$ cat config.mk
export PLATFORM = sky130hd
export DESIGN_NAME = sopc_mem_arbiter
export DESIGN_NICKNAME = d
export VERILOG_FILES = /design/src/rtl/sopc_mem_arbiter_pkg.sv /design/src/rtl/sopc_arb_grant.sv /design/src/rtl/sopc_mem_arbiter.sv
export SDC_FILE = /design/constraint.sdc
export NUM_CORES = 1
export LEC_CHECK = 0
export ABC_CLOCK_PERIOD_IN_PS = 2800
export CAP_MARGIN = 20
export CORE_MARGIN = 2
export CORE_UTILIZATION = 41
export DETAILED_ROUTE_END_ITERATION = 8
export GPL_TIMING_DRIVEN = 0
export PLACE_DENSITY = 0.92
export SLEW_MARGIN = 15
export SYNTH_ARGS = -nofsm -noshare
export SYNTH_HDL_FRONTEND = slang
export SYNTH_SLANG_ARGS = --single-unit
$ cat constraint.sdc
create_clock -name clk -period 2.8 [get_ports clk]
set_input_delay 0.28 -clock clk [delete_from_list [all_inputs] [get_ports clk]]
set_output_delay 0.28 -clock clk [all_outputs]
set_load 0.03 [all_outputs]
$ cat src/rtl/sopc_mem_arbiter_pkg.sv
// Shared types and constants for the SOPC memory arbiter: FSM states, grant IDs,
// wait-state range limits.
package sopc_mem_arbiter_pkg;

  typedef enum logic {
    S_IDLE   = 1'b0,
    S_ACCESS = 1'b1
  } arb_state_e;

  typedef enum logic {
    GNT_D = 1'b0,
    GNT_I = 1'b1
  } grant_e;

  // Bit positions of each port in request/done vectors; match grant_e values.
  localparam int unsigned IDX_D    = 0;
  localparam int unsigned IDX_I    = 1;
  localparam int unsigned WAIT_MAX = 15;
  localparam int unsigned CNT_W    = 4;

  function automatic bit wait_cycles_ok(input int unsigned w);
    return w <= WAIT_MAX;
  endfunction

endpackage

$ cat src/rtl/sopc_arb_grant.sv
// Grant selection between data and fetch ports. Optional macro SOPC_ARB_RR_EN selects
// round-robin with a pointer register; otherwise fixed data-over-fetch priority.
module sopc_arb_grant
  import sopc_mem_arbiter_pkg::*;
(
  input  logic       clk,
  input  logic       rst,
  input  logic [1:0] req,
  input  logic [1:0] done,
  output grant_e     gnt,
  output logic       gnt_valid
);

  assign gnt_valid = |req;

`ifdef SOPC_ARB_RR_EN
  // ptr_q names the port preferred on the next simultaneous request.
  grant_e ptr_q, ptr_d;

  always_comb begin
    ptr_d = ptr_q;
    if (done[IDX_D]) begin
      ptr_d = GNT_I;
    end else if (done[IDX_I]) begin
      ptr_d = GNT_D;
    end
  end

  always_ff @(posedge clk or negedge rst) begin
    if (!rst) begin
      ptr_q <= GNT_D;
    end else begin
      ptr_q <= ptr_d;
    end
  end

  always_comb begin
    gnt = GNT_I;
    if (req[IDX_D] && req[IDX_I]) begin
      gnt = ptr_q;
    end else if (req[IDX_D]) begin
      gnt = GNT_D;
    end
  end
`else
  logic unused_rr;
  assign unused_rr = ^{clk, rst, done};

  always_comb begin
    gnt = GNT_I;
    if (req[IDX_D]) begin
      gnt = GNT_D;
    end
  end
`endif

endmodule

$ cat src/rtl/sopc_mem_arbiter.sv
// Arbitrates core fetch and data ports onto one synchronous single-port memory with
// WAIT_CYCLES extra cycles per access. SOPC_ARB_RR_EN enables round-robin arbitration.
module sopc_mem_arbiter
  import sopc_mem_arbiter_pkg::*;
#(
  parameter int unsigned DATA_W      = 32,
  parameter int unsigned ADDR_W      = 32,
  parameter int unsigned WAIT_CYCLES = 1
) (
  input  logic                clk,
  input  logic                rst,
  input  logic                if_ce,
  input  logic [ADDR_W-1:0]   if_addr,
  output logic [DATA_W-1:0]   if_data,
  output logic                if_stall,
  input  logic                d_ce,
  input  logic                d_we,
  input  logic [DATA_W/8-1:0] d_sel,
  input  logic [ADDR_W-1:0]   d_addr,
  input  logic [DATA_W-1:0]   d_wdata,
  output logic [DATA_W-1:0]   d_rdata,
  output logic                d_stall,
  output logic                mem_ce,
  output logic                mem_we,
  output logic [DATA_W/8-1:0] mem_sel,
  output logic [ADDR_W-3:0]   mem_addr,
  output logic [DATA_W-1:0]   mem_wdata,
  input  logic [DATA_W-1:0]   mem_rdata
);

  localparam int unsigned SEL_W = DATA_W / 8;

  if (!wait_cycles_ok(WAIT_CYCLES) || (DATA_W % 8) != 0) begin : g_param_check
    $error("sopc_mem_arbiter: WAIT_CYCLES must be 0..15 and DATA_W a multiple of 8");
  end

  arb_state_e          state_q, state_d;
  logic [CNT_W-1:0]    cnt_q, cnt_d;
  grant_e              grant_q, grant_d;
  logic                mem_ce_q, mem_ce_d;
  logic                mem_we_q, mem_we_d;
  logic [SEL_W-1:0]    mem_sel_q, mem_sel_d;
  logic [ADDR_W-3:0]   mem_addr_q, mem_addr_d;
  logic [DATA_W-1:0]   mem_wdata_q, mem_wdata_d;
  logic [DATA_W-1:0]   if_data_q, if_data_d;
  logic [DATA_W-1:0]   d_rdata_q, d_rdata_d;
  logic [1:0]          done_q, done_d;

  logic [1:0]          req;
  grant_e              gnt;
  logic                gnt_valid;

  // A port whose done pulse is high is still holding its finished request; mask it so
  // the other port can be granted in the same cycle without re-issuing the old access.
  assign req = {if_ce, d_ce} & ~done_q;

  sopc_arb_grant u_grant (
    .clk       (clk),
    .rst       (rst),
    .req       (req),
    .done      (done_q),
    .gnt       (gnt),
    .gnt_valid (gnt_valid)
  );

  always_comb begin
    state_d     = state_q;
    cnt_d       = cnt_q;
    grant_d     = grant_q;
    mem_ce_d    = mem_ce_q;
    mem_we_d    = mem_we_q;
    mem_sel_d   = mem_sel_q;
    mem_addr_d  = mem_addr_q;
    mem_wdata_d = mem_wdata_q;
    if_data_d   = if_data_q;
    d_rdata_d   = d_rdata_q;
    done_d      = '0;
    unique case (state_q)
      S_IDLE: begin
        if (gnt_valid) begin
          state_d  = S_ACCESS;
          cnt_d    = CNT_W'(WAIT_CYCLES);
          grant_d  = gnt;
          mem_ce_d = 1'b1;
          if (gnt == GNT_D) begin
            mem_we_d    = d_we;
            mem_sel_d   = d_sel;
            mem_addr_d  = d_addr[ADDR_W-1:2];
            mem_wdata_d = d_wdata;
          end else begin
            mem_we_d    = 1'b0;
            mem_sel_d   = '1;
            mem_addr_d  = if_addr[ADDR_W-1:2];
            mem_wdata_d = '0;
          end
        end
      end
      S_ACCESS: begin
        if (cnt_q == '0) begin
          state_d  = S_IDLE;
          mem_ce_d = 1'b0;
          mem_we_d = 1'b0;
          if (grant_q == GNT_D) begin
            if (d_ce) begin
              done_d[IDX_D] = 1'b1;
              if (!mem_we_q) begin
                d_rdata_d = mem_rdata;
              end
            end
          end else if (if_ce) begin
            done_d[IDX_I] = 1'b1;
            if_data_d     = mem_rdata;
          end
        end else begin
          cnt_d = cnt_q - 1'b1;
        end
      end
      default: state_d = S_IDLE;
    endcase
  end

  always_ff @(posedge clk or negedge rst) begin
    if (!rst) begin
      state_q     <= S_IDLE;
      cnt_q       <= '0;
      grant_q     <= GNT_D;
      mem_ce_q    <= 1'b0;
      mem_we_q    <= 1'b0;
      mem_sel_q   <= '0;
      mem_addr_q  <= '0;
      mem_wdata_q <= '0;
      if_data_q   <= '0;
      d_rdata_q   <= '0;
      done_q      <= '0;
    end else begin
      state_q     <= state_d;
      cnt_q       <= cnt_d;
      grant_q     <= grant_d;
      mem_ce_q    <= mem_ce_d;
      mem_we_q    <= mem_we_d;
      mem_sel_q   <= mem_sel_d;
      mem_addr_q  <= mem_addr_d;
      mem_wdata_q <= mem_wdata_d;
      if_data_q   <= if_data_d;
      d_rdata_q   <= d_rdata_d;
      done_q      <= done_d;
    end
  end

  // Stalls are gated by rst so every output reads 0 while reset is held.
  assign if_stall  = rst & if_ce & ~done_q[IDX_I];
  assign d_stall   = rst & d_ce  & ~done_q[IDX_D];
  assign if_data   = if_data_q;
  assign d_rdata   = d_rdata_q;
  assign mem_ce    = mem_ce_q;
  assign mem_we    = mem_we_q;
  assign mem_sel   = mem_sel_q;
  assign mem_addr  = mem_addr_q;
  assign mem_wdata = mem_wdata_q;

  logic unused_addr_lsb;
  assign unused_addr_lsb = ^{if_addr[1:0], d_addr[1:0]};

endmodule

==> results of run 1 <==
cells by family (layout without fill, tap and decap cells):
logic type | after synthesis | count (layout)
DFF | 140 | 140
muxes | 126 | 126
AOI/OAI and AO/OA | 46 | 46
buffers and inverters | 27 | 328
and+or+nand+nor | 18 | 18
adders and majority gates | 2 | 2
synth_stat cells, drive strengths merged:
library cell / number
clkbuf: 6
buf: 16
nor4b: 1
o22a: 4
nand4bb: 1
a32o: 1
and4bb: 1
and3: 1
o21ai: 2
a21oi: 1
dfrtp: 140
ha: 2
or4b: 1
o21a: 2
a21o: 1
mux2i: 1
a31oi: 2
a22o: 32
mux2: 125
nand2b: 4
nor2b: 1
inv: 5
nor2: 6
nand4: 1
nor3b: 1
o22ai: 1
per-layer routing:
metal,routed length [um],vias up
met2,8040,197
met5,0,-
met1,5750,2096
met4,508,0
li1,-,1886
met3,1170,43
worst register-to-register path, delay by kind of cell (launching register included):
family,cells,cell delay (ns)
mux,1,0.30
buf+inv,3,0.41
flops,1,0.40
simple gates,2,0.68
fa+ha+maj,1,0.28
area by class of cell:
class | count | area, sq um | share of cell area (%)
Sequential cell | 140 | 3500 | 37.8
Clock buffer | 20 | 457 | 4.92
Multi-Input combinational cell | 192 | 2080 | 22.4
Clock inverter | 12 | 114 | 1.23
Buffer | 22 | 151 | 1.63
Tap cell | 180 | 225 | 2.43
Timing Repair Buffer | 269 | 2730 | 29.4
Inverter | 5 | 18.8 | 0.202
power by group:
group,internal (mW),switching (mW)
combinational,2.72,2.91
clock,1.27,0.861
sequential,2.96,0.559
through the flow:
step	util, %	std cells	setup slack [ns]	cell area, sq um	power, mW
floorplan	-	359	0.810	5750	6.69
global placement	62.7	805	-3.88	8640	8.97
detailed placement	62.9	806	0.248	8670	9.18
CTS	67.3	840	0.216	9280	11.4
global route	67.3	840	0.0948	9280	11.8
finish	67.3	840	0.238	9280	11.3
flip-flops by register name, summed over array words and instances (netlist names):
name       cells
mem_sel        4
grant_q        1
mem_wdata     32
mem_addr      30
cnt_q          4
done_q         2
state_q        1
d_rdata       32
mem_ce         1
mem_we         1
if_data       32
path summary, 6_finish.rpt:
path | end | slack [ns] | cells after the start
worst max-delay path | d_stall | 0.24 | 5
worst min-delay path | if_data[10] | 0.45 | 3
worst max register to register | d_rdata[3] | 0.60 | 7
worst min register to register | done_q[0] | 0.49 | 1
max in group asynchronous | done_q[1] | 2.04 | 3
min in group clk | mem_sel[0] | 0.46 | 2
what timing repair did:
action | CTS | global route
setup endpoints to repair | 0 | 0
setup buffers | 0 | 0
endpoints found under the hold margin | 70 | 0
hold buffers | 2 | 0
resized for setup | 0 | 0
==> out/metrics.yaml, run 1 <==
startpoint_type: "flop"
critical-path-max-stage-delay_ns: 0.60
numPortBuffers: 266
setup.worst_path.class: "reg -> out"
cp.required_ns: 2.52
synth.yosys.warnings: 0
most_frequent_standard_cell_in_the_layout_excluding_fill_and_tap_cells: "sky130_fd_sc_hd__clkdlybuf4s50_1"
finalWeightedCongestion: 0.757
fin_worst_hold_slack_ns: 0.448
slowest_stage: "sky130_fd_sc_hd__clkdlybuf4s50_1"
detail_route.wl_per_cell_um: 18.4
worst_setup_path_end_kind: "output pin"
initial_utilization_pct: 41.8
synth_cell_types: 30
crit_buf_inv: 3
antenna_found_initial: 0
clock_tree_from_tritoncts: "done"
syn-instance-count: 359
clkSlewWorstSetupHoldPaths_ns: 0.06
worst_r2r_startpoint: "cnt_q[0]"
critical_path.cell_chain: "nand2b_1 > clkbuf_1 > buf_2 > nor2_1 > clkdlybuf4s50_1"
clk_latency_ns: 0.41
sequential_fraction_of_the_synthesis_area_pct: 60.9
cp-startpoint: "done_q[0]"
netlist.top_cell.by_area: "sky130_fd_sc_hd__dfrtp_1"
gr-max-usage-layer: "met2"
max_rail_drop_vdd_mv: 0.656
dominant_combinational_cell_family_by_area_after_synthesis: "multiplexers"
use_met2_pct: 36.4
grt_setup_unrepaired: "false"
numCtsBuffers: 17
drt-initial-drc-count: 144
die_area_sq_um: 15000
grt-ovfl-total: 0
grt_util_met1_pct: 23.0
finalSetupViolations: 0
critical_path_peak_fanout: 10
setup_total_negative_slack_ns: 0
synthesis.area_sq_um: 5750
muxShareOfSynthArea_pct: 26.6
die_h_um: 122
clock-sinks: 140
longest_clk_path_bufs: 2
grt_pass1_vias: 4702
layout.cells.most_common_list: "265 x sky130_fd_sc_hd__clkdlybuf4s50_1, 140 x sky130_fd_sc_hd__dfrtp_1, 95 x sky130_fd_sc_hd__mux2_2"
status: "finished, final reports clean"
syn_avg_cell_area_sq_um: 16.0
power.density_nw_per_um2: 1220
fraction_of_the_cycle_the_final_worst_path_needs_pct: 91.5
num_io_pins: 271
holdCritPathClass: "in -> async"
cts.root.buffer_cell: "sky130_fd_sc_hd__clkbuf_16"
grt_start_max_net_pins: 72
num-fill-cells: 972
critical_path_at_ns: 2.28
drtPass1Iterations: 4
grt_util_all_layers_pct: 20.9
worst_slew_pin_slew_ns: 0.567
synth-seq-cells: 140
post_synth_xor_area_fraction_pct: 0
dr_total_vias: 4222
top_cell_type_s_share_of_synthesized_area_pct: 60.9
synthAdderAreaFrac_pct: 0.435
area_growth_from_synthesis_to_layout_pct: 61.3
layout-drive-gt1-share_pct: 26.8
groute.layer.met3.usage_pct: 6.97
drt_wl_total_mm: 15.5
die_width_um: 122
timing.final.hold_violations: 0
maxCapViolations: 0
finalWorstPathRequiredPeriod_ns: 2.56
antenna-diode-count: 0
worst_path_dominant_cell_family: "buffers and inverters"
drt_drc_violations_left: 0
grt_pass1_wl_mm: 24.0
fmax_mhz: 390
detailed_place_hpwl_mm: 11.5
yosys.area_share.simple_pct: 2.37
core_region_area_sq_um: 13800
std_cell_rows: 43
compound_gate_fraction_of_synth_area_pct: 6.70
slew_hr_pct: 62.2
mappedNetlistNets: 498
ctsHtreeMaxLevel: 4
average_vias_per_placed_instance: 5.03
ant_nets: 0
synth.area.top_cells: "sky130_fd_sc_hd__dfrtp_1 61%, sky130_fd_sc_hd__mux2_2 19%, sky130_fd_sc_hd__mux2_4 7.8%"
timing_max_transition_violations_final: 0
leakage_nw: 4.02
num-nets-final: 786
clock-skew-final_ns: 0.0101
Power figures use the tool's default switching activity.
==> run 2: changes to the inputs <==
Settings changed: ABC_CLOCK_PERIOD_IN_PS 2800 to 2200, CORE_MARGIN 2 to 5, CORE_UTILIZATION 41 to 37, PLACE_DENSITY 0.92 to 0.88.
Clock period 2.8 ns to 2.2 ns, I/O delays scaled along.
==> out/metrics.yaml, run 2 (synthesized netlist as in run 1, its figures left out) <==
status: "finished, final reports clean"
most_frequent_standard_cell_in_the_layout_excluding_fill_and_tap_cells: "sky130_fd_sc_hd__clkdlybuf4s50_1"
drt-initial-drc-count: 104  # -28%
net-switching-power_mw: 5.63  # +30%
pwr-share-comb_pct: 49.5  # -0.4 points
pre_cts_ws_ns: -0.284  # -0.532 ns
worst_slew_pin_slew_ns: 0.575  # +0.00721 ns
fmax_mhz: 473
die_h_um: 135  # +10%
dr_total_vias: 4180  # -0.99%
numCtsBuffers: 17  # unchanged
cell_internal_pwr_mw: 8.97  # +29%
layout.cells.most_common_list: "263 x sky130_fd_sc_hd__clkdlybuf4s50_1, 140 x sky130_fd_sc_hd__dfrtp_1, 95 x sky130_fd_sc_hd__mux2_2"
detailed_place_hpwl_mm: 12.2  # +6.1%
layout-drive-gt1-share_pct: 28.0  # +1.2 points
instances_no_fill: 853  # +1.5%
average_vias_per_placed_instance: 4.90  # -2.5%
antenna_found_initial: 0  # unchanged
clkSlewWorstSetupHoldPaths_ns: 0.06  # about the same
fraction_of_the_cycle_the_final_worst_path_needs_pct: 96.1
clk_latency_ns: 0.42  # about the same
num-nets-final: 791  # +0.64%
post-route-worst-setup-slack_ns: 0.0864  # -0.151 ns
power.density_nw_per_um2: 1540  # +26%
worst_setup_path_end_kind: "flop"
max_rail_drop_vdd_mv: 0.818  # +25%
grt_start_max_net_pins: 84  # +17%
startpoint_type: "flop"
antenna-diode-count: 0  # unchanged
drt_wl_total_mm: 16.8  # +8.3%
grt-ovfl-total: 0  # unchanged
initial_utilization_pct: 37.8  # -3.9 points
num_io_pins: 271  # unchanged
area_growth_from_synthesis_to_layout_pct: 64.9
maxCapViolations: 0  # unchanged
clock-sinks: 140  # unchanged
dp_cells: 814  # +0.99%
leakage_nw: 4.12  # +2.5%
cts.root.buffer_cell: "sky130_fd_sc_hd__clkbuf_16"
drt_drc_violations_left: 0  # unchanged
final_area_sq_um: 9480  # +2.3%
std_cell_rows: 45  # +4.7%
cp.required_ns: 2.49  # -0.03 ns
slew_hr_pct: 61.7  # -0.48 points
numPortBuffers: 266  # unchanged
setup.worst_path.class: "reg -> reg"
timing.final.hold_violations: 0  # unchanged
grt_util_met1_pct: 20.3  # -2.7 points
timing_max_transition_violations_final: 0  # unchanged
die_area_sq_um: 18100  # +21%
groute.layer.met3.usage_pct: 7.97  # +1.0 points
power.share.switching_pct: 38.6  # +0.23 points
power_mw: 14.6  # +29%
critical_path_at_ns: 2.41  # +0.13 ns
placed_area_sq_um: 8680  # +0.12%
p_clk_share_pct: 19.9  # +1.0 points
ant_nets: 0  # unchanged
use_met2_pct: 29.7  # -6.7 points
gr-max-usage-layer: "met2"
post_cts_setup_buffers: 0  # unchanged
finalSetupViolations: 0  # unchanged
finalWeightedCongestion: 0.778  # +2.7%
grt_util_all_layers_pct: 17.8  # -3.1 points
fin_worst_hold_slack_ns: 0.00332  # -0.444 ns
grt_pass1_vias: 4591  # -2.4%
finalWorstPathRequiredPeriod_ns: 2.11
holdCritPathClass: "in -> async"
grt_pass1_wl_mm: 25.2  # +5.2%
longest_clk_path_bufs: 2  # unchanged
detail_route.wl_per_cell_um: 19.6  # +6.7%
ctsHtreeMaxLevel: 4  # unchanged
core_region_area_sq_um: 15200  # +10%
power.sequential.fraction_pct: 30.6  # -0.6 points
clock_tree_from_tritoncts: "done"
clock-skew-final_ns: 0.0110  # +0.000858 ns
die_width_um: 135  # +10%
drtPass1Iterations: 4  # unchanged
critical_path_peak_fanout: 10  # unchanged
## run 2: cell count changes in the layout (fill, tap and decap cells not counted), sizes merged
cell	change
clkdlybuf4s15	+1
clkinvlp	-1
dlymetal6s2s	+1
inv	+6
buf	+3
clkbuf	-2
clkdlybuf4s50	-2
bufinv	+1
dlygate4sd3	+1
clkinv	-3
## run 2: per-layer routing
layer / part of all wire [%] / vias up / wire length, um
met3: 8.8 / 32 / 1470
li1: - / 1903 / -
met1: 37 / 2055 / 6270
met4: 2.5 / 0 / 416
met5: 0 / - / 0
met2: 51 / 190 / 8600
## run 2: final timing paths
check                      cells past startpoint  slack (ns)           end  startpoint
min reg2reg                                    1        0.49     done_q[0]     grant_q
max                                            7        0.09   if_data[20]    cnt_q[0]
min in group clk                               2        0.39    mem_sel[3]    d_sel[3]
max reg2reg                                    7        0.09   if_data[20]    cnt_q[0]
max in group asynchronous                      5        1.39  mem_wdata[7]         rst
min                                            4       0.003   d_rdata[14]         rst
## run 2: final cells by class
class / count / area, sq um
Clock inverter: 15 / 175
Multi-Input combinational cell: 192 / 2080
Fill cell: 1133 / 5720
Tap cell: 188 / 235
Clock buffer: 17 / 425
Buffer: 21 / 150
Timing Repair Buffer: 275 / 2890
Inverter: 5 / 18.8
Sequential cell: 140 / 3500
## run 2: stage by stage
stage               TNS [ns]  util, %
floorplan                  0        -
global placement     -627.32     56.9
detailed placement     -5.85     57.1
CTS                        0     61.1
global route         -0.0309     62.4
finish                     0     62.4
## run 2: worst max-delay path, cell delays in order (launching register included)
cell,delay [ns]
sky130_fd_sc_hd__dfrtp_1,0.40
sky130_fd_sc_hd__inv_1,0.10
sky130_fd_sc_hd__ha_2,0.23
sky130_fd_sc_hd__and4bb_2,0.26
sky130_fd_sc_hd__and3_1,0.15
sky130_fd_sc_hd__buf_2,0.18
sky130_fd_sc_hd__buf_2,0.28
sky130_fd_sc_hd__mux2_2,0.39
## run 2: power by group through the flow
stage | Clock (mW) | Sequential (mW) | Combinational [mW]
2_1_floorplan | 0 | 6.65 | 1.87
6_report | 2.91 | 4.47 | 7.22
4_1_cts | 2.99 | 4.47 | 7.25
5_1_grt | 3.11 | 4.61 | 7.57
3_3_place_gp | 0 | 4.40 | 7.08
3_5_place_dp | 0 | 4.49 | 7.22
## run 2: what timing repair did
action,CTS,global route
endpoints found under the setup margin,2,39
endpoints found under the hold margin,82,100
gates resized for setup,6,4
cloned,0,1
==> run 3: changes to the inputs <==
Settings changed: ABC_CLOCK_PERIOD_IN_PS 2200 to 2750, CORE_UTILIZATION 37 to 44, PLACE_DENSITY 0.88 to 0.95.
Clock period 2.2 ns to 2.75 ns, I/O delays scaled along.
==> out/metrics.yaml, run 3 (synthesized netlist as in run 1, its figures left out) <==
slowest_stage: "sky130_fd_sc_hd__clkdlybuf4s50_1"
setup.worst_path.class: "in -> out"
critical_path_peak_fanout: 64  # +54
average_vias_per_placed_instance: 5.01  # +2.3%
post-route-worst-setup-slack_ns: 0.177  # +0.0909 ns
detail_route.wl_per_cell_um: 19.2  # -2.1%
critical_path_at_ns: 2.30  # -0.11 ns
grt_pass1_vias: 4747  # +3.4%
clock-sinks: 140  # unchanged
die_h_um: 124  # -7.7%
layout-drive-gt1-share_pct: 26.7  # -1.3 points
cp.required_ns: 2.48  # about the same
clk_latency_ns: 0.40  # -0.02 ns
multiInputGateArea_sq_um: 2080  # -0.24%
post_cts_setup_buffers: 0  # unchanged
drt_drc_violations_left: 0  # unchanged
drt_wl_total_mm: 16.0  # -4.7%
numCtsBuffers: 17  # unchanged
grt_start_max_net_pins: 79  # -6.0%
dp_cells: 798  # -2.0%
layout.cells.most_common_list: "265 x sky130_fd_sc_hd__clkdlybuf4s50_1, 140 x sky130_fd_sc_hd__dfrtp_1, 95 x sky130_fd_sc_hd__mux2_2"
most_frequent_standard_cell_in_the_layout_excluding_fill_and_tap_cells: "sky130_fd_sc_hd__clkdlybuf4s50_1"
numPortBuffers: 266  # unchanged
grt_util_all_layers_pct: 20.9  # +3.1 points
startpoint_type: "input port"
detailed_place_hpwl_mm: 12.1  # -0.80%
critical_path.cell_chain: "dlygate4sd3_1 > clkbuf_8 > inv_1 > nor2_1 > clkdlybuf4s50_1"
fraction_of_the_cycle_the_final_worst_path_needs_pct: 93.5
critical-path-max-stage-delay_ns: 0.70  # +0.30 ns
power.density_nw_per_um2: 1250  # -19%
timing_max_transition_violations_final: 0  # unchanged
timing.final.hold_violations: 0  # unchanged
antenna-diode-count: 0  # unchanged
drtPass1Iterations: 4  # unchanged
dr_total_vias: 4166  # -0.33%
slew_hr_pct: 63.9  # +2.2 points
clock-skew-final_ns: 0.00558  # -0.00538 ns
worst_slew_pin_slew_ns: 0.542  # -0.0325 ns
worst_setup_path_end_kind: "output pin"
num_io_pins: 271  # unchanged
std_cell_rows: 41  # -8.9%
finalWeightedCongestion: 0.788  # +1.3%
num-nets-final: 785  # -0.76%
num-fill-cells: 827  # -27%
area_growth_from_synthesis_to_layout_pct: 61.1
finalSetupViolations: 0  # unchanged
finalWorstPathRequiredPeriod_ns: 2.57
holdCritPathClass: "in -> async"
setup_total_negative_slack_ns: 0  # unchanged
ant_nets: 0  # unchanged
die_width_um: 124  # -7.7%
grt_pass1_wl_mm: 25.7  # +1.9%
core_region_area_sq_um: 12700  # -16%
leakage_nw: 4.03  # -2.2%
status: "finished, final reports clean"
fmax_mhz: 389
grt_setup_unrepaired: "false"
regArea_sq_um: 3500  # unchanged
longest_clk_path_bufs: 2  # unchanged
clock_tree_from_tritoncts: "done"
pre_cts_ws_ns: 0.193  # +0.476 ns
antenna_found_initial: 0  # unchanged
max_rail_drop_vdd_mv: 0.710  # -13%
finalCoreUtilization_pct: 72.8  # +10 points
instances_no_fill: 831  # -2.6%
die_area_sq_um: 15500  # -15%
clkSlewWorstSetupHoldPaths_ns: 0.06  # about the same
ctsHtreeMaxLevel: 4  # unchanged
drt-initial-drc-count: 193  # +86%
crit_buf_inv: 4  # +1
maxCapViolations: 0  # unchanged
worst_path_dominant_cell_family: "buffers and inverters"
grt-ovfl-total: 0  # unchanged
initial_utilization_pct: 45.2  # +7.4 points
cts.root.buffer_cell: "sky130_fd_sc_hd__clkbuf_16"
-- run 3: final cells by class --
cell class / count / area share [%]
clock buffer: 22 / 5.23
sequential: 140 / 37.8
multi-input combinational: 192 / 22.4
tap: 172 / 2.32
timing repair buffer: 268 / 29.2
buffer: 22 / 1.63
inverter: 5 / 0.203
clock inverter: 10 / 1.22
-- run 3: final timing paths --
| path | start | end | slack (ns) | depth (start not counted) |
|---|---|---|---|---|
| min in group clk | d_sel[1] | mem_sel[1] | 0.46 | 2 |
| max | rst | if_stall | 0.18 | 5 |
| max in group asynchronous | rst | mem_wdata[17] | 1.56 | 3 |
| max reg2reg | cnt_q[0] | d_rdata[17] | 0.59 | 7 |
| min | rst | d_rdata[3] | 0.45 | 2 |
| min reg2reg | grant_q | done_q[0] | 0.48 | 1 |
-- run 3: routing by layer --
metal / global-route usage [%] / up-vias / wire length [um]
met2: 36.8 / 187 / 8400
met5: 0 / - / 0
met4: 7.87 / 0 / 372
met1: 22.5 / 2072 / 5860
met3: 8.53 / 24 / 1340
li1: - / 1883 / -
-- run 3: through the flow --
step | power (mW) | hold WS [ns] | instance area, sq um
finish | 11.6 | 0.450 | 9270
global route | 12.1 | 0.456 | 9270
CTS | 11.7 | 0.435 | 9260
detailed placement | 9.36 | 0.302 | 8660
global placement | 9.16 | 0.477 | 8630
floorplan | 6.81 | -0.0206 | 5750
-- run 3: worst reg2reg max path, delay by kind of cell, from the launching register on --
family | cells | cell delay (ns)
simple gates | 2 | 0.67
buf+inv | 3 | 0.40
fa+ha+maj | 1 | 0.27
flops | 1 | 0.40
mux | 1 | 0.30
-- run 3: where the power goes --
part           total (mW)  switching (mW)  internal (mW)
clock                2.27           0.844           1.43
combinational        5.75            2.99           2.77
sequential           3.58           0.560           3.02
total                11.6            4.39           7.21
-- run 3: repair_timing --
action	CTS	global route
setup endpoints to repair	0	1
resized for setup	0	1
hold buffers	1	0
hold endpoints to repair	62	0
